File: config.mk
export PLATFORM = sky130hd
export DESIGN_NAME = wb_arbiter
export DESIGN_NICKNAME = d
export VERILOG_FILES = /design/src/rtl/wb_arbiter.sv
export SDC_FILE = /design/constraint.sdc
export NUM_CORES = 1
export LEC_CHECK = 0
export CORE_AREA = 2 2 105 107
export DETAILED_ROUTE_END_ITERATION = 8
export DIE_AREA = 0 0 107 109
export PLACE_DENSITY = 0.71
export REMOVE_ABC_BUFFERS = 1
export SETUP_SLACK_MARGIN = 0.5
export SYNTH_ARGS = -nofsm -noshare
export SYNTH_HDL_FRONTEND = slang
export SYNTH_SLANG_ARGS = --single-unit
File: constraint.sdc
create_clock -name clk -period 2.2 [get_ports clk]
set_input_delay 0.44 -clock clk [delete_from_list [all_inputs] [get_ports clk]]
set_output_delay 0.44 -clock clk [all_outputs]
set_load 0.02 [all_outputs]
File: src/rtl/wb_arbiter.sv
// Round-robin Wishbone arbiter: NUM_MASTERS requesters share one intercon master port.
// Optional forced termination of hung transfers when WB_ARB_TIMEOUT_EN is defined.
module wb_arbiter #(
  parameter int NUM_MASTERS    = 2,
  parameter int ADDR_W         = 32,
  parameter int DATA_W         = 32,
  parameter int TIMEOUT_CYCLES = 255
) (
  input  logic                          clk,
  input  logic                          reset,
  input  logic [NUM_MASTERS-1:0]        m_STB,
  input  logic [NUM_MASTERS-1:0]        m_WE,
  input  logic [NUM_MASTERS*ADDR_W-1:0] m_ADDR,
  input  logic [NUM_MASTERS*DATA_W-1:0] m_DAT_I,
  output logic [DATA_W-1:0]             m_DAT_O,
  output logic [NUM_MASTERS-1:0]        m_ACK,
  output logic                          s_STB,
  output logic                          s_WE,
  output logic [ADDR_W-1:0]             s_ADDR,
  output logic [DATA_W-1:0]             s_DAT_O,
  input  logic [DATA_W-1:0]             s_DAT_I,
  input  logic                          s_ACK,
  output logic [NUM_MASTERS-1:0]        grant,
  output logic                          timeout_err
);
  localparam int LW = $clog2(NUM_MASTERS);

  typedef enum logic {IDLE, BUSY} state_t;
  state_t state, state_nx;

  logic [LW-1:0] gidx, last, win, idx;
  logic          done, tmo;

`ifdef WB_ARB_TIMEOUT_EN
  localparam int CW_RAW = $clog2(TIMEOUT_CYCLES + 1);
  localparam int CW     = (CW_RAW < 8) ? 8 : CW_RAW;
  logic [CW-1:0] cnt;
  assign tmo = (state == BUSY) && (cnt == CW'(TIMEOUT_CYCLES));
`else
  assign tmo = 1'b0;
`endif

  // Scan far-to-near from last+1 so the nearest requester overwrites the rest.
  always_comb begin
    win = '0;
    idx = '0;
    for (int off = NUM_MASTERS; off >= 1; off--) begin
      idx = LW'((int'(last) + off) % NUM_MASTERS);
      if (m_STB[idx]) win = idx;
    end
  end

  always_comb begin
    state_nx    = state;
    s_STB       = 1'b0;
    s_WE        = 1'b0;
    s_ADDR      = '0;
    s_DAT_O     = '0;
    m_ACK       = '0;
    m_DAT_O     = reset ? '0 : s_DAT_I;
    timeout_err = 1'b0;
    done        = 1'b0;
    case (state)
      IDLE: if (|m_STB) state_nx = BUSY;
      BUSY: begin
        s_STB        = m_STB[gidx];
        s_WE         = m_WE[gidx];
        s_ADDR       = m_ADDR[gidx*ADDR_W +: ADDR_W];
        s_DAT_O      = m_DAT_I[gidx*DATA_W +: DATA_W];
        m_ACK[gidx]  = s_ACK & m_STB[gidx];
        done         = s_ACK | ~m_STB[gidx];
        if (tmo) begin
          s_STB       = 1'b0;
          m_ACK[gidx] = 1'b1;
          m_DAT_O     = DATA_W'(32'hDEADBEEF);
          timeout_err = 1'b1;
          done        = 1'b1;
        end
        if (done) state_nx = IDLE;
      end
      default: state_nx = IDLE;
    endcase
  end

  always_ff @(posedge clk or posedge reset) begin
    if (reset) state <= IDLE;
    else       state <= state_nx;
  end

  always_ff @(posedge clk or posedge reset) begin
    if (reset) begin
      grant <= '0;
      gidx  <= '0;
      last  <= LW'(NUM_MASTERS - 1);
`ifdef WB_ARB_TIMEOUT_EN
      cnt   <= '0;
`endif
    end else if (state == IDLE && state_nx == BUSY) begin
      grant <= NUM_MASTERS'(1) << win;
      gidx  <= win;
`ifdef WB_ARB_TIMEOUT_EN
      cnt   <= '0;
`endif
    end else if (state == BUSY && state_nx == IDLE) begin
      grant <= '0;
      last  <= gidx;
    end else if (state == BUSY) begin
`ifdef WB_ARB_TIMEOUT_EN
      cnt   <= cnt + 1'b1;
`endif
    end
  end
endmodule

==> results.md <==
* Status: finished, final reports clean
* Clk_skew at 2.02 ps
* Cell variety after synth at 24
* Share of post-route cells with drive strength above 1 at 0.310
* Startpoint types: register
* Vias at 2541
* Root buffer cell: clkbuf_8
* Worst setup path category: register to output port
* Post-Route Utilization at 0.428
* Detail Route Antenna Nets at 0
* Worst R2R Setup Slack at 260 ps
* Dpl cell area at 0.00434 mm2
* Final hold violation count at 0
* Crit path time final at 2000 ps
* Average routed wire per standard cell at 14.4 um
* Most frequent cells in the layout: clkdlybuf4s50_1 (165), buf_4 (70), nor2_1 (65)
* Largest net degree at the start of global routing at 36
* Die Wd at 107 um
* R2R Path End: grant[1]
* Worst-case reg-to-reg path depth at 8
* Final setup fails at 0
* Routability cong. at 0.712
* H-tree depth at 1
* Unrepaired setup endpoints after global routing: true
* 1st-iter DRT viols at 85
* IO buf count at 268
* Mean Syn Cell Area at 7.27 um2
* Max-cap violations at 0
* Initial antenna violation count at 0
* Clock-pin slew on the worst setup and hold paths at 40 ps
* CTS Hold Buffers Added at 0
* Nets at 662
* # rows at 38
* Required time worst endpoint at 1760 ps
* Post-synthesis sequential area ratio at 0.0828
* FILL cells at 1075
* Final Instance Area at 0.00454 mm2
* Worst hold path class: register to register
* Number of global-route vias before repair at 2430
* DRT Wirelength at 9130 um
* Die Area at 0.0117 mm2
* TritonRoute pass-1 iters at 4
* Worst Min Path Start: grant[0]
* WP data arrival at 1560 ps
* Max Fclk at 0.500 GHz
* Yosys reg bits at 5
* Detailed Place HPWL at 6970 um
* I/O pin cnt at 270
* Grt total ovfl at 0
* Worst hold endpoint: grant[0]
* Overall Power at 3.62 mW
* Commonest non-fill, non-tap cell in the layout: clkdlybuf4s50_1
* # DRC at 0
* Critical Path End Type: output port
* Clock sink count at 5
* Die Ht at 109 um
* Critical Path Fanout Max at 5
* Cell area power density at 798 mW/mm2
* Synth warn at 0
* Fin. max-slew vios at 0
* Core box area at 0.0106 mm2
* Post-synthesis cell count at 210
* Initial Util at 0.144
* Clock Latency Late Sink at 230 ps
* Period utilization at 0.910
* Longest Clk Path Bufs at 2
* Maximum vdd ir drop at 298 uV
* CTS Buf Count at 3
* RR Startpoint: gidx
* Mapped Area at 0.00153 mm2
* Final hold slack at 477 ps
* Post-DR vias/cell at 4.01
* Cell count of the worst hold path at 2
* Lkg Pwr at 2.18 nW
* First-pass GRT wire length at 12000 um
* CTS tree: yes
* All-Layer GR Usage at 0.128
* # diodes at 0
* Area Overhead vs Synth at 198%
metrics by stage:
stage	TNS (ps)	setup WS, ps	instances
finish	0	198	633
global route	0	160	633
CTS	0	175	619
detailed placement	-1160	-46.9	607
global placement	-850	-36.6	607
floorplan	-77940	-1290	191
worst max-delay path by stage:
stage | startpoint | to | slack (ps)
after floorplan | gidx | grant[1] | -1290
after global placement | reset | m_DAT_O[1] | -40
after detailed placement | reset | m_DAT_O[21] | -50
after CTS | gidx | s_DAT_O[9] | 180
after global routing | gidx | s_ADDR[3] | 160
final | gidx | s_STB | 200
worst max-delay path, stage by stage, from the launching register on:
cell      delay (ps)
dfrtp_4          480
buf_12           150
buf_12           130
buf_8            130
nand2b_4         140
a21oi_2          150
buf_6            140
Yosys cell counts:
| library cell | count | area [um2] |
|---|---|---|
| a41o_1 | 1 | 10.0 |
| o31ai_1 | 1 | 7.51 |
| a21oi_1 | 1 | 5.00 |
| mux2_2 | 1 | 11.3 |
| a21boi_2 | 1 | 11.3 |
| ha_1 | 1 | 12.5 |
| inv_1 | 2 | 7.51 |
| nor2b_1 | 33 | 206 |
| conb_1 | 1 | 3.75 |
| and2_1 | 1 | 6.26 |
| clkbuf_1 | 7 | 26.3 |
| nand2b_1 | 2 | 12.5 |
| dfstp_2 | 1 | 26.3 |
| buf_4 | 3 | 22.5 |
| nor2_1 | 67 | 251 |
| a2bb2oi_1 | 1 | 8.76 |
| a32o_1 | 1 | 10.0 |
| inv_2 | 1 | 3.75 |
| dfrtp_1 | 4 | 100 |
| o21bai_1 | 1 | 7.51 |
| mux2i_1 | 65 | 651 |
| o2bb2ai_1 | 1 | 8.76 |
| buf_6 | 9 | 101 |
| nand2_1 | 4 | 15.0 |
cells by family (layout without fill, tap and decap cells):
logic type,count (synthesis),in the layout,share of synthesized area
DFF,5,5,0.0828
buffers and inverters,22,305,0.106
and+or+nand+nor,107,107,0.322
AOI/OAI and AO/OA,8,8,0.0451
adders and majority gates,1,1,0.00820
other,1,1,0.00246
muxes,66,66,0.434
power breakdown:
group,total (mW),internal [mW],switching [mW]
sequential,0.174,0.144,0.0294
clock,0.175,0.125,0.0505
combinational,3.27,1.79,1.49
layer usage:
layer / share of wire / vias to the layer above / routed length [um] / global-route usage
li1: - / 1257 / - / -
met1: 0.36 / 1127 / 3260 / 0.130
met2: 0.53 / 150 / 4800 / 0.254
met3: 0.11 / 7 / 981 / 0.0400
met4: 0.0090 / 0 / 82 / 0.0288
met5: 0 / - / 0 / 0
sequential cells by signal (all words and copies together), names as in the netlist:
name,cells
last,1
grant,2
state,1
gidx,1
timing repair:
item | 4_1_cts | 5_1_grt
pin swaps | 3 | 13
setup endpoints to repair | 103 | 76
gates cloned | 3 | 5
setup buffers | 5 | 9
gates resized for setup | 323 | 158
final cells by class:
class,instances,area (um2),share of cell area
Clock buffer,4,45.0,0.00992
Tap cell,140,175,0.0386
Sequential cell,5,130,0.0287
Multi-Input combinational cell,183,1320,0.291
Timing Repair Buffer,298,2860,0.629
Inverter,3,11.3,0.00248
(Power assumes the default switching activity.)
